===== src/rtl/mont_pkg.sv =====
`default_nettype none
// ============================================================================
// Module : mont_pkg
// Brief  : Shared encodings for the Montgomery multiplier sequencer.
// Rev    : 1.0  initial release
// ============================================================================
package mont_pkg;

    typedef enum logic [2:0] {
        ST_IDLE    = 3'd0,
        ST_ADD_A   = 3'd1,
        ST_ADD_M   = 3'd2,
        ST_SHIFT   = 3'd3,
        ST_RESOLVE = 3'd4,
        ST_SUB     = 3'd5,
        ST_COMMIT  = 3'd6,
        ST_DONE    = 3'd7
    } state_t;

    localparam logic [1:0] OP_ZERO    = 2'd0;
    localparam logic [1:0] OP_A       = 2'd1;
    localparam logic [1:0] OP_M       = 2'd2;
    localparam logic [1:0] OP_NM      = 2'd3;

    localparam logic [3:0] PHASE_HOLD = 4'd8;
    localparam logic [2:0] PHASE_LAST = 3'd5;

endpackage : mont_pkg
`default_nettype wire


===== src/rtl/mont_seq.sv =====
`default_nettype none
// ============================================================================
// Module : mont_seq
// Brief  : Sequencer driving a carry-save Montgomery adder: N_ITER bit-serial
//          iterations, a carry-resolve sweep and bounded final subtraction.
// Rev    : 1.0  initial release
// ============================================================================
module mont_seq
    import mont_pkg::*;
#(
    parameter int unsigned N_ITER  = 512,
    parameter int unsigned MAX_SUB = 4
) (
    input  logic              clk,
    input  logic              resetn,
    input  logic              start,
    input  logic [N_ITER-1:0] in_b,
    input  logic              cZero,
    input  logic              sub_done,
    output logic [1:0]        op_sel,
    output logic              enableC,
    output logic              shift,
    output logic              subtract,
    output logic [3:0]        phase,
    output logic              busy,
    output logic              done,
    output logic              err
);

    localparam int unsigned IW = (N_ITER > 1) ? $clog2(N_ITER) : 1;
    localparam int unsigned SW = $clog2(MAX_SUB + 1);

    state_t            r_state,    w_state_nxt;
    logic [N_ITER-1:0] r_breg,     w_breg_nxt;
    logic [IW-1:0]     r_iter,     w_iter_nxt;
    logic [SW-1:0]     r_sub,      w_sub_nxt;
    logic [2:0]        r_pcnt,     w_pcnt_nxt;
    logic              r_err,      w_err_nxt;
    logic [1:0]        r_op_sel,   w_op_sel;
    logic              r_enable_c, w_enable_c;
    logic              r_shift,    w_shift;
    logic              r_subtract, w_subtract;
    logic [3:0]        r_phase,    w_phase;
    logic              r_busy,     w_busy;
    logic              r_done,     w_done;
    logic [SW-1:0]     w_sub_inc;

    assign w_sub_inc = r_sub + SW'(1);

    always_ff @(posedge clk or negedge resetn) begin
        if (!resetn) begin
            r_state    <= ST_IDLE;
            r_breg     <= '0;
            r_iter     <= '0;
            r_sub      <= '0;
            r_pcnt     <= '0;
            r_err      <= 1'b0;
            r_op_sel   <= OP_ZERO;
            r_enable_c <= 1'b0;
            r_shift    <= 1'b0;
            r_subtract <= 1'b0;
            r_phase    <= PHASE_HOLD;
            r_busy     <= 1'b0;
            r_done     <= 1'b0;
        end else begin
            r_state    <= w_state_nxt;
            r_breg     <= w_breg_nxt;
            r_iter     <= w_iter_nxt;
            r_sub      <= w_sub_nxt;
            r_pcnt     <= w_pcnt_nxt;
            r_err      <= w_err_nxt;
            r_op_sel   <= w_op_sel;
            r_enable_c <= w_enable_c;
            r_shift    <= w_shift;
            r_subtract <= w_subtract;
            r_phase    <= w_phase;
            r_busy     <= w_busy;
            r_done     <= w_done;
        end
    end

    // Next-state and counter update
    always_comb begin
        w_state_nxt = r_state;
        w_breg_nxt  = r_breg;
        w_iter_nxt  = r_iter;
        w_sub_nxt   = r_sub;
        w_pcnt_nxt  = r_pcnt;
        w_err_nxt   = r_err;
        case (r_state)
            ST_IDLE: begin
                if (start) begin
                    w_state_nxt = ST_ADD_A;
                    w_breg_nxt  = in_b;
                    w_iter_nxt  = '0;
                    w_sub_nxt   = '0;
                    w_err_nxt   = 1'b0;
                end
            end
            ST_ADD_A: w_state_nxt = ST_ADD_M;
            ST_ADD_M: w_state_nxt = ST_SHIFT;
            ST_SHIFT: begin
                w_breg_nxt = r_breg >> 1;
                w_iter_nxt = r_iter + IW'(1);
                if (r_iter == IW'(N_ITER - 1)) begin
                    w_state_nxt = ST_RESOLVE;
                    w_pcnt_nxt  = '0;
                end else begin
                    w_state_nxt = ST_ADD_A;
                end
            end
            ST_RESOLVE: begin
                if (r_pcnt == PHASE_LAST) begin
                    w_state_nxt = ST_SUB;
                    w_pcnt_nxt  = '0;
                end else begin
                    w_pcnt_nxt  = r_pcnt + 3'd1;
                end
            end
            ST_SUB: begin
                if (r_pcnt == PHASE_LAST) begin
                    if (sub_done) begin
                        w_state_nxt = ST_COMMIT;
                    end else if (w_sub_inc == SW'(MAX_SUB)) begin
                        w_state_nxt = ST_DONE;
                        w_err_nxt   = 1'b1;
                    end else begin
                        w_sub_nxt   = w_sub_inc;
                        w_pcnt_nxt  = '0;
                    end
                end else begin
                    w_pcnt_nxt = r_pcnt + 3'd1;
                end
            end
            ST_COMMIT: w_state_nxt = ST_DONE;
            ST_DONE:   w_state_nxt = ST_IDLE;
            default:   w_state_nxt = ST_IDLE;
        endcase
    end

    // Outputs are decoded from the upcoming state so they register in step with it
    always_comb begin
        w_op_sel   = OP_ZERO;
        w_enable_c = 1'b0;
        w_shift    = 1'b0;
        w_subtract = 1'b0;
        w_phase    = PHASE_HOLD;
        w_busy     = 1'b0;
        w_done     = 1'b0;
        case (w_state_nxt)
            ST_ADD_A: begin
                w_op_sel   = OP_A;
                w_enable_c = w_breg_nxt[0];
                w_busy     = 1'b1;
            end
            ST_ADD_M: begin
                w_op_sel   = cZero ? OP_M : OP_ZERO;
                w_enable_c = cZero;
                w_busy     = 1'b1;
            end
            ST_SHIFT: begin
                w_shift = 1'b1;
                w_busy  = 1'b1;
            end
            ST_RESOLVE: begin
                w_phase = {1'b0, w_pcnt_nxt};
                w_busy  = 1'b1;
            end
            ST_SUB: begin
                w_op_sel   = OP_NM;
                w_subtract = 1'b1;
                w_phase    = {1'b0, w_pcnt_nxt};
                w_busy     = 1'b1;
            end
            ST_COMMIT: begin
                w_op_sel   = OP_NM;
                w_subtract = 1'b1;
                w_phase    = 4'd0;
                w_busy     = 1'b1;
            end
            ST_DONE: w_done = 1'b1;
            default: ;
        endcase
    end

    assign op_sel   = r_op_sel;
    assign enableC  = r_enable_c;
    assign shift    = r_shift;
    assign subtract = r_subtract;
    assign phase    = r_phase;
    assign busy     = r_busy;
    assign done     = r_done;
    assign err      = r_err;

endmodule : mont_seq
`default_nettype wire

===== config.mk =====
export PLATFORM = sky130hd
export DESIGN_NAME = mont_seq
export DESIGN_NICKNAME = d
export VERILOG_FILES = /design/src/rtl/mont_pkg.sv /design/src/rtl/mont_seq.sv
export SDC_FILE = /design/constraint.sdc
export NUM_CORES = 1
export LEC_CHECK = 0
export CAP_MARGIN = 10
export CORE_MARGIN = 3
export CORE_UTILIZATION = 50
export DETAILED_ROUTE_END_ITERATION = 16
export PLACE_DENSITY = 0.8
export SKIP_CTS_REPAIR_TIMING = 1
export SYNTH_ARGS = -nofsm -noshare
export SYNTH_HDL_FRONTEND = slang
export SYNTH_SLANG_ARGS = --single-unit
export TNS_END_PERCENT = 30

===== constraint.sdc =====
create_clock -name clk -period 2.4 [get_ports clk]
set_input_delay 0.36 -clock clk [delete_from_list [all_inputs] [get_ports clk]]
set_output_delay 0.36 -clock clk [all_outputs]
set_load 0.05 [all_outputs]

==> results.yml, run 1 <==
run_status:
  status: "complete, no violations"
logic_synthesis:
  synth.most_common_cell: "nand2_1"
  ys_seq_area_share_pct: 59.1
  netlist_top_cells_area: "dfrtp_1, nand2_1, a22oi_1"
  async_reset_ff_share_pct: 100
  synth-seq-cells: 542
  synth_compound_area_share_pct: 17.8
  yosys.area.top_type_share_pct: 59.0
  synth_simple_gate_area_share_pct: 18.2
  yosys_warnings: 0
  syn_avg_cell_area_um2: 9.72
  synth_common_cells: "nand2_1, dfrtp_1, a22oi_1, buf_2, buf_4"
  synthFlopType: "dfrtp_1"
  synth.largest_area_cell: "dfrtp_1"
  muxShareOfSynthArea_pct: 0.0872
  yosysUniqueCellTypes: 45
  synth_edf_count: 0
  syn_nets: 2889
  synth_fa_ha_area_share_pct: 0.545
  synth_xor_area_share_pct: 0.114
  synth_top_family_by_area: "simple AND/OR/NAND/NOR gates"
  syn_inst: 2362
  synthesis.area_um2: 23000
critical_path:
  rrSetupSlack_ns: 0.16
  critPathMaxFanout: 5
  crit_arrival_ns: 2.78
  r2r-end: "enableC"
  critPathRequiredTime_ns: 2.93
  criticalPathCategory: "reg2reg"
  critPathCaptureType: "flip-flop"
  worstRegToRegCells: 9
  cp-start-kind: "flip-flop"
  r2r_start: "r_sub[0]"
cells_and_area:
  syn2layout_area_growth_pct: 34.7
  layout.nets: 3358
  instances_no_fill: 3489
  drive_gt1_share_pct: 5.60
drt:
  dr_total_vias: 19600
  drtIter0Drc: 1900
  wl_mm: 67.3
  dr.pass1.iters: 6
  via_per_inst: 5.63
  drc_errors: 0
  wire_per_inst_um: 19.3
  final_antenna_net_count: 0
pwr:
  p_leak_nw: 15.0
  powerDensity_nw_per_um2: 1240
  vdd_drop_max_v: 0.000798
clock_network:
  cts_buffers: 56
  insertion_delay_ns: 0.60
  clockBufferDepth: 3
  tritoncts: "built"
  root_buffer: "clkbuf_16"
  cts.clk_slew.worst_paths_ns: 0.06
  clkSinkCount: 542
  h-tree-depth: 2
floorplanning:
  start_util_pct: 51.2
  ios: 529
  rows: 77
  core_um2: 44800
  die_area_um2: 48500
  die_w_um: 220
  die_h_um: 220
worst_hold_path:
  min_path_type: "in2async"
flow_run:
  maxCapViolations: 0
global_routing:
  antenna_found_initial: 28
  grt_pass1_vias: 19500
  grt_first_pass_wirelength_mm: 103
  grt_overflow_total: 0
  grt_max_degree: 89
  grtUsageTotal_pct: 26.7
placement:
  dpl.hpwl_mm: 45.8
  globalplace.congestion: 0.865
  dp.cells: 3364
  numPortBuffers: 528
timing:
  fmax_mhz: 446
  slew_headroom_pct: 56.9
  skew_ns: 0.0179
  min_period_over_period_pct: 93.5
  setup_viol: 0
  rsz0062_at_grt: "false"
  tns_ns: 0
  layout_min_cycle_time_ns: 2.24
  worst_pin_slew_ns: 0.646
  finalMaxSlewViolations: 0
  hold_violations: 0
## layout make-up
type | instances | area (um2)
fillers | 3259 | 13900
inverters | 3 | 11.3
diodes | 23 | 57.6
well taps | 592 | 741
clock buffers | 79 | 1660
flip-flops and latches | 542 | 13600
multi-input cells | 1643 | 8440
repair buffers | 585 | 6060
clock inverters | 22 | 375
## cells by family (layout without fill, tap and decap cells)
group,Yosys count,after routing
AO/OA/AOI/OAI,552,552
XOR/XNOR,3,3
adder cells (fa/ha/maj),10,10
buffers and inverters,177,689
flip-flops,542,542
multiplexers,2,2
other,0,23
AND/OR/NAND/NOR,1076,1076
## how the worst max path moves through the flow
stage,slack [ns],cells past startpoint,endpoint,start
6_report,0.16,9,enableC,r_sub[0]
5_1_grt,0.02,10,busy,r_iter[0]
4_1_cts,0.007,1,phase[3],phase[3]
3_5_place_dp,0.07,10,phase[1],r_iter[0]
3_3_place_gp,0.18,8,r_iter[3],start
2_1_floorplan,0.39,10,phase[2],r_iter[0]
## stage by stage
stage,cell area (um2),power (mW),hold slack [ns],util [%],setup slack [ns]
finish,30900,38.4,0.309,69.0,0.156
global route,30900,41.0,0.325,69.0,0.0153
CTS,30800,38.5,-0.325,68.8,0.00725
detailed placement,28800,28.8,0.331,64.3,0.0691
global placement,28800,28.0,0.330,64.3,0.176
floorplan,23000,24.6,0.0644,-,0.391
## worst max-delay path, cell delays in order, from the launching register on
cell     delay, ns
dfrtp_1       0.42
ha_1          0.26
xor2_1        0.26
and2_1        0.23
o21ai_0       0.12
a21oi_1       0.29
ha_2          0.31
nand2_1       0.08
nor2_1        0.10
a31o_2        0.11
## routing by layer
layer  part of all wire (%)  global-route usage (%)
met5                   0.13                       0
met1                     39                    33.1
met3                    7.5                    6.04
met4                    4.5                    14.0
met2                     49                    43.8
## where the power goes
group	leakage, nW	switching (mW)	internal, mW
combinational	7.05	8.17	5.38
sequential	6.91	2.24	13.1
clock	1.01	3.61	5.87
total	15.0	14.0	24.3
## registers in the layout, summed over array words and instances (netlist names)
signal,cells
r_sub,3
done,1
r_breg,512
err,1
r_pcnt,3
enableC,1
r_iter,9
subtract,1
shift,1
phase,4
r_state,3
busy,1
op_sel,2
## layout by cell type (no fill, tap or decap), types with 2 or more instances in the layout
master	instances
o21ai_0	10
clkinv_2	10
dfrtp_1	540
o21ai_2	2
diode_2	23
nor4bb_1	2
clkbuf_1	8
ha_1	8
nand3_1	4
clkbuf_16	58
inv_1	3
nand3b_1	3
a31oi_1	3
nor2b_1	2
a21o_1	4
xor2_1	2
buf_4	29
clkbuf_8	13
nand2_1	1036
ha_2	2
a21oi_1	10
nand4_1	2
nor3b_1	3
and2_1	3
mux2i_1	2
a22oi_1	510
nand2b_1	2
a22o_1	3
or3_1	2
clkdlybuf4s50_1	526
bufinv_16	10
nor3_1	3
o22ai_1	2
nor2_1	6
buf_12	27
Power figures use the tool's default switching activity.
==> run 2: changes to the inputs <==
--- a/config.mk
+++ b/config.mk
@@ -8,9 +8,9 @@
 export CAP_MARGIN = 10
 export CORE_MARGIN = 3
 export CORE_UTILIZATION = 50
+export CTS_BUF_LIST = sky130_fd_sc_hd__clkbuf_16
 export DETAILED_ROUTE_END_ITERATION = 16
 export PLACE_DENSITY = 0.8
-export SKIP_CTS_REPAIR_TIMING = 1
 export SYNTH_ARGS = -nofsm -noshare
 export SYNTH_HDL_FRONTEND = slang
 export SYNTH_SLANG_ARGS = --single-unit
==> run 2 against run 1 <==
Combinational power barely moved. Largest power group unchanged. Global-route usage about the same. Via count is 0.33% higher. Highest routed layer unchanged. Critical path depth unchanged. Sequential power barely moved.
==> results.yml, run 2 (synthesized netlist as in run 1, its figures left out) <==
global_routing:
  grt_overflow_total: 0
  antenna_found_initial: 27
  grtUsageTotal_pct: 26.7
  grt_first_pass_wirelength_mm: 103
  grt_pass1_vias: 19500
  grt_max_degree: 89
cells_and_area:
  instances_no_fill: 3488
  drive_gt1_share_pct: 5.15
  final_common_cell: "nand2_1"
  regArea_um2: 13600
  largest_register_ff_count: 512
  n_fill_cell: 3280
  final_cell_mix: "nand2_1, dfrtp_1, clkdlybuf4s50_1, a22oi_1, clkbuf_16"
  layout.nets: 3358
  multi_input_area_um2: 8440
  post-route-util_pct: 68.7
  syn2layout_area_growth_pct: 34.1
  final_cell_area_um2: 30800
  regMostFlops: "r_breg"
clock_network:
  cts_setup_buffers: 0
  clockBufferDepth: 3
  clkSinkCount: 542
  h-tree-depth: 2
  cts.clk_slew.worst_paths_ns: 0.06
  root_buffer: "clkbuf_16"
  insertion_delay_ns: 0.60
  tritoncts: "built"
  cts_buffers: 56
drt:
  drtIter0Drc: 1933
  wire_per_inst_um: 19.3
  drc_errors: 0
  via_per_inst: 5.65
  final_antenna_net_count: 0
  dr_total_vias: 19700
  wl_mm: 67.3
  dr.pass1.iters: 7
critical_path:
  cp-start-kind: "flip-flop"
  crit_arrival_ns: 2.78
  crit_family: "adder cells"
  crit_cells: 9
  critPathRequiredTime_ns: 2.93
  critPathMaxFanout: 5
  cp_slowest_stage_delay_ns: 0.42
  worstRegToRegCells: 9
  path_buf_inv: 0
  critPathCaptureType: "flip-flop"
  cp_slowest_cell: "dfrtp_1"
  criticalPathCategory: "reg2reg"
  path_cells: "ha_1, xor2_1, and2_1, o21ai_0, a21oi_1, ha_2, nand2_1, nor2_1, a31o_2"
pwr:
  power_mw: 37.9
  p_leak_nw: 14.9
  vdd_drop_max_v: 0.000780
  powerDensity_nw_per_um2: 1230
placement:
  globalplace.congestion: 0.865
  numPortBuffers: 528
  dpl.hpwl_mm: 45.8
  place_area_um2: 28800
  dp.cells: 3364
timing:
  hold_violations: 0
  layout_min_cycle_time_ns: 2.25
  slew_headroom_pct: 57.2
  min_period_over_period_pct: 93.7
  worst_pin_slew_ns: 0.641
  fmax_mhz: 444
  tns_ns: 0
  finalMaxSlewViolations: 0
  skew_ns: 0.0139
  rsz0062_at_grt: "false"
  setup_viol: 0
floorplanning:
  ios: 529
  core_um2: 44800
  start_util_pct: 51.2
  die_w_um: 220
  die_h_um: 220
  die_area_um2: 48500
  rows: 77
worst_hold_path:
  min_path_type: "in2async"
run_status:
  status: "complete, no violations"
flow_run:
  maxCapViolations: 0
run 2: cell count changes in the layout (fill, tap and decap cells not counted):
cell,before,now
diode_2,23,22
inv_1,3,11
clkinv_1,0,13
clkbuf_8,13,0
clkbuf_1,8,0
run 2: final timing paths:
path / from / to / slack, ns
worst min register to register: r_breg[237] / r_breg[237] / 0.48
worst min-delay path: resetn / r_breg[96] / 0.32
worst max register to register: r_sub[0] / enableC / 0.15
min in group clk: in_b[375] / r_breg[375] / 0.35
max in group asynchronous: resetn / r_breg[287] / 1.22
worst max-delay path: r_sub[0] / enableC / 0.15
run 2: power breakdown:
part	switching, mW	internal [mW]	leakage (nW)
Sequential	2.24	13.1	6.91
Clock	3.60	5.42	0.969
Combinational	8.16	5.38	7.05
Total	14.0	23.9	14.9
run 2: area by class of cell:
cell class              instances  area share, %
flip-flops and latches        542           44.1
multi-input cells            1643           27.4
repair buffers                585           19.7
clock buffers                  58           4.71
well taps                     592           2.41
clock inverters                43           1.48
diodes                         22          0.179
inverters                       3         0.0366
run 2: what timing repair did:
action | in CTS | in global routing
resized for setup | 0 | 10
hold buffers | 1 | 0
setup endpoints to repair | 0 | 8
endpoints found under the hold margin | 41 | 0
run 2: stage by stage:
step | setup WS [ns] | hold WS (ns)
global route | 0.0153 | 0.325
detailed placement | 0.0691 | 0.331
floorplan | 0.391 | 0.0644
CTS | 0.00261 | 0.289
global placement | 0.176 | 0.330
finish | 0.150 | 0.318
run 2: routing by layer:
metal  track usage (%)  wire length, um
met1              33.3            25600
met2              43.8            33200
met3              6.07             5300
met4              13.7             3190
met5                 0               87
run 2: worst reg2reg max path, delay by kind of cell (launching register included):
family                     cells  cell delay [ns]
and+or+nand+nor                3             0.41
AOI/OAI and AO/OA              3             0.52
DFF                            1             0.42
xor gates and xnor gates       1             0.26
adders and majority gates      2             0.57
==> run 3: changes to the inputs <==
--- a/config.mk
+++ b/config.mk
@@ -7,10 +7,11 @@
 export LEC_CHECK = 0
 export CAP_MARGIN = 10
 export CORE_MARGIN = 3
-export CORE_UTILIZATION = 50
+export CORE_UTILIZATION = 41
 export CTS_BUF_LIST = sky130_fd_sc_hd__clkbuf_16
 export DETAILED_ROUTE_END_ITERATION = 16
-export PLACE_DENSITY = 0.8
+export PLACE_DENSITY = 0.68
+export SETUP_SLACK_MARGIN = 0.4
 export SYNTH_ARGS = -nofsm -noshare
 export SYNTH_HDL_FRONTEND = slang
 export SYNTH_SLANG_ARGS = --single-unit
==> run 3 against run 2 <==
Hold slack improved by 0.014 ns. Non-clock buffer count increased by 26. Sequential share of layout area decreased by 0.78 points. Critical path depth increased by 3. Wire length increased by 1.6%. Sequential power about the same. Core utilization decreased by 12 points. Critical endpoint unchanged. Largest cell class unchanged. Highest routed layer unchanged.
==> results.yml, run 3 (synthesized netlist as in run 1, its figures left out) <==
run_status:
  status: "complete, no violations"
pwr:
  p_leak_nw: 15.1
  p_sw_mw: 14.0
  pwr-share-clk_pct: 22.8
  intPower_mw: 23.9
  powerDensity_nw_per_um2: 1210
  p_sw_share_pct: 37.0
  vdd_drop_max_v: 0.000591
  combPwrFrac_pct: 36.9
  seqPwrFrac_pct: 40.3
drt:
  wl_mm: 68.4
  drc_errors: 0
  final_antenna_net_count: 0
  dr.pass1.iters: 6
  dr_total_vias: 19400
  via_per_inst: 5.30
  drtIter0Drc: 1658
  wire_per_inst_um: 18.7
critical_path:
  critPathCaptureType: "flip-flop"
  critPathRequiredTime_ns: 2.88
  path_cells: "ha_4, nand2_4, nor2_4, ha_4, o21ai_2, a21oi_2, buf_4, o21a_4, ha_4, nand2_2, nor2_1, a31o_2"
  cp_slowest_cell: "dfrtp_1"
  crit_family: "compound AO/OA/AOI/OAI gates"
  criticalPathCategory: "reg2reg"
  path_buf_inv: 1
  cp-start-kind: "flip-flop"
  cpMostUsedCell: "ha_4"
  cp_slowest_stage_delay_ns: 0.43
  crit_arrival_ns: 2.53
  critPathMaxFanout: 5
clock_network:
  clockBufferDepth: 3
  insertion_delay_ns: 0.59
  cts.clk_slew.worst_paths_ns: 0.06
  h-tree-depth: 2
  cts_buffers: 57
  tritoncts: "built"
  clkSinkCount: 542
  root_buffer: "clkbuf_16"
timing:
  min_period_over_period_pct: 85.3
  slew_headroom_pct: 60.1
  fmax_mhz: 488
  finalMaxSlewViolations: 0
  tns_ns: 0
  worst_slack_ns: 0.352
  worst_pin_slew_ns: 0.601
  setup_viol: 0
  rsz0062_at_grt: "true"
  hold_violations: 0
  skew_ns: 0.00970
  layout_min_cycle_time_ns: 2.05
floorplanning:
  core_um2: 55200
  start_util_pct: 41.6
  ios: 529
  die_h_um: 243
  die_w_um: 243
  rows: 86
  die_area_um2: 58900
worst_hold_path:
  min_path_type: "in2async"
global_routing:
  grt_first_pass_wirelength_mm: 107
  grt_max_degree: 106
  antenna_found_initial: 16
  grtUsageTotal_pct: 22.4
  grt_pass1_vias: 19300
  grt_overflow_total: 0
cells_and_area:
  syn2layout_area_growth_pct: 36.6
  largest_register_ff_count: 512
  regMostFlops: "r_breg"
  drive_gt1_share_pct: 6.79
  instances_no_fill: 3663
  final_cell_mix: "nand2_1, dfrtp_1, clkdlybuf4s50_1, a22oi_1, clkbuf_16"
  final_common_cell: "nand2_1"
  layout.nets: 3385
placement:
  globalplace.congestion: 0.880
  dp.cells: 3523
  pre_cts_ws_ns: 0.0182
  numPortBuffers: 528
  dpl.hpwl_mm: 46.5
flow_run:
  maxCapViolations: 0
[run 3: changes by cell type in the layout (fill, tap and decap cells not counted), sizes merged, moves of 4 or more]
cell           previous run  this run
bufinv                   10         6
buf                      57        81
clkbuf                   58        62
clkdlybuf4s50           526       515
diode                    22        13
dlygate4sd2               0        11
[run 3: repair_timing]
item                                   in CTS  in global routing
endpoints found under the hold margin      33                  0
buffers inserted                           16                  5
pin swaps                                   9                  7
setup endpoints to repair                 538                317
cloned                                      0                  2
resized for setup                          43                 21
hold buffers                                1                  0
[run 3: worst paths after layout]
kind / cells after the start / to / slack [ns] / startpoint
max in group asynchronous: 3 / r_breg[396] / 1.24 / resetn
setup / recovery: 12 / enableC / 0.35 / r_iter[1]
min in group clk: 3 / op_sel[1] / 0.36 / cZero
setup reg to reg: 12 / enableC / 0.35 / r_iter[1]
hold / removal: 2 / r_breg[309] / 0.33 / resetn
hold reg to reg: 2 / r_breg[8] / 0.47 / r_breg[8]
[run 3: routing by layer]
layer	vias up	wire, um	global-route usage [%]
met2	578	34400	38.4
li1	9135	-	-
met3	120	3860	3.80
met4	6	1950	7.68
met1	9577	28200	28.9
met5	-	36	0
[run 3: layout make-up]
class | instances | area, um2
timing repair buffer | 611 | 6370
sequential | 542 | 13600
tap | 748 | 936
fill | 4750 | 23900
multi-input combinational | 1643 | 8590
antenna | 13 | 32.5
clock buffer | 59 | 1480
clock inverter | 44 | 352
inverter | 3 | 11.3
[run 3: through the flow]
| stage | instance area (um2) | hold WS [ns] | utilization, % | total power [mW] |
|---|---|---|---|---|
| floorplan | 23000 | 0.0644 | - | 24.6 |
| global placement | 29100 | 0.349 | 52.7 | 28.2 |
| detailed placement | 29100 | 0.348 | 52.7 | 28.9 |
| CTS | 31100 | 0.291 | 56.4 | 38.0 |
| global route | 31300 | 0.328 | 56.8 | 40.9 |
| finish | 31300 | 0.332 | 56.8 | 38.0 |
[run 3: power by group through the flow]
stage               combinational, mW  sequential, mW  clock (mW)
finish                           14.0            15.3        8.66
global route                     15.9            15.7        9.31
CTS                              13.9            15.2        8.91
detailed placement               13.5            15.3           0
global placement                 13.0            15.2           0
floorplan                        9.85            14.8           0
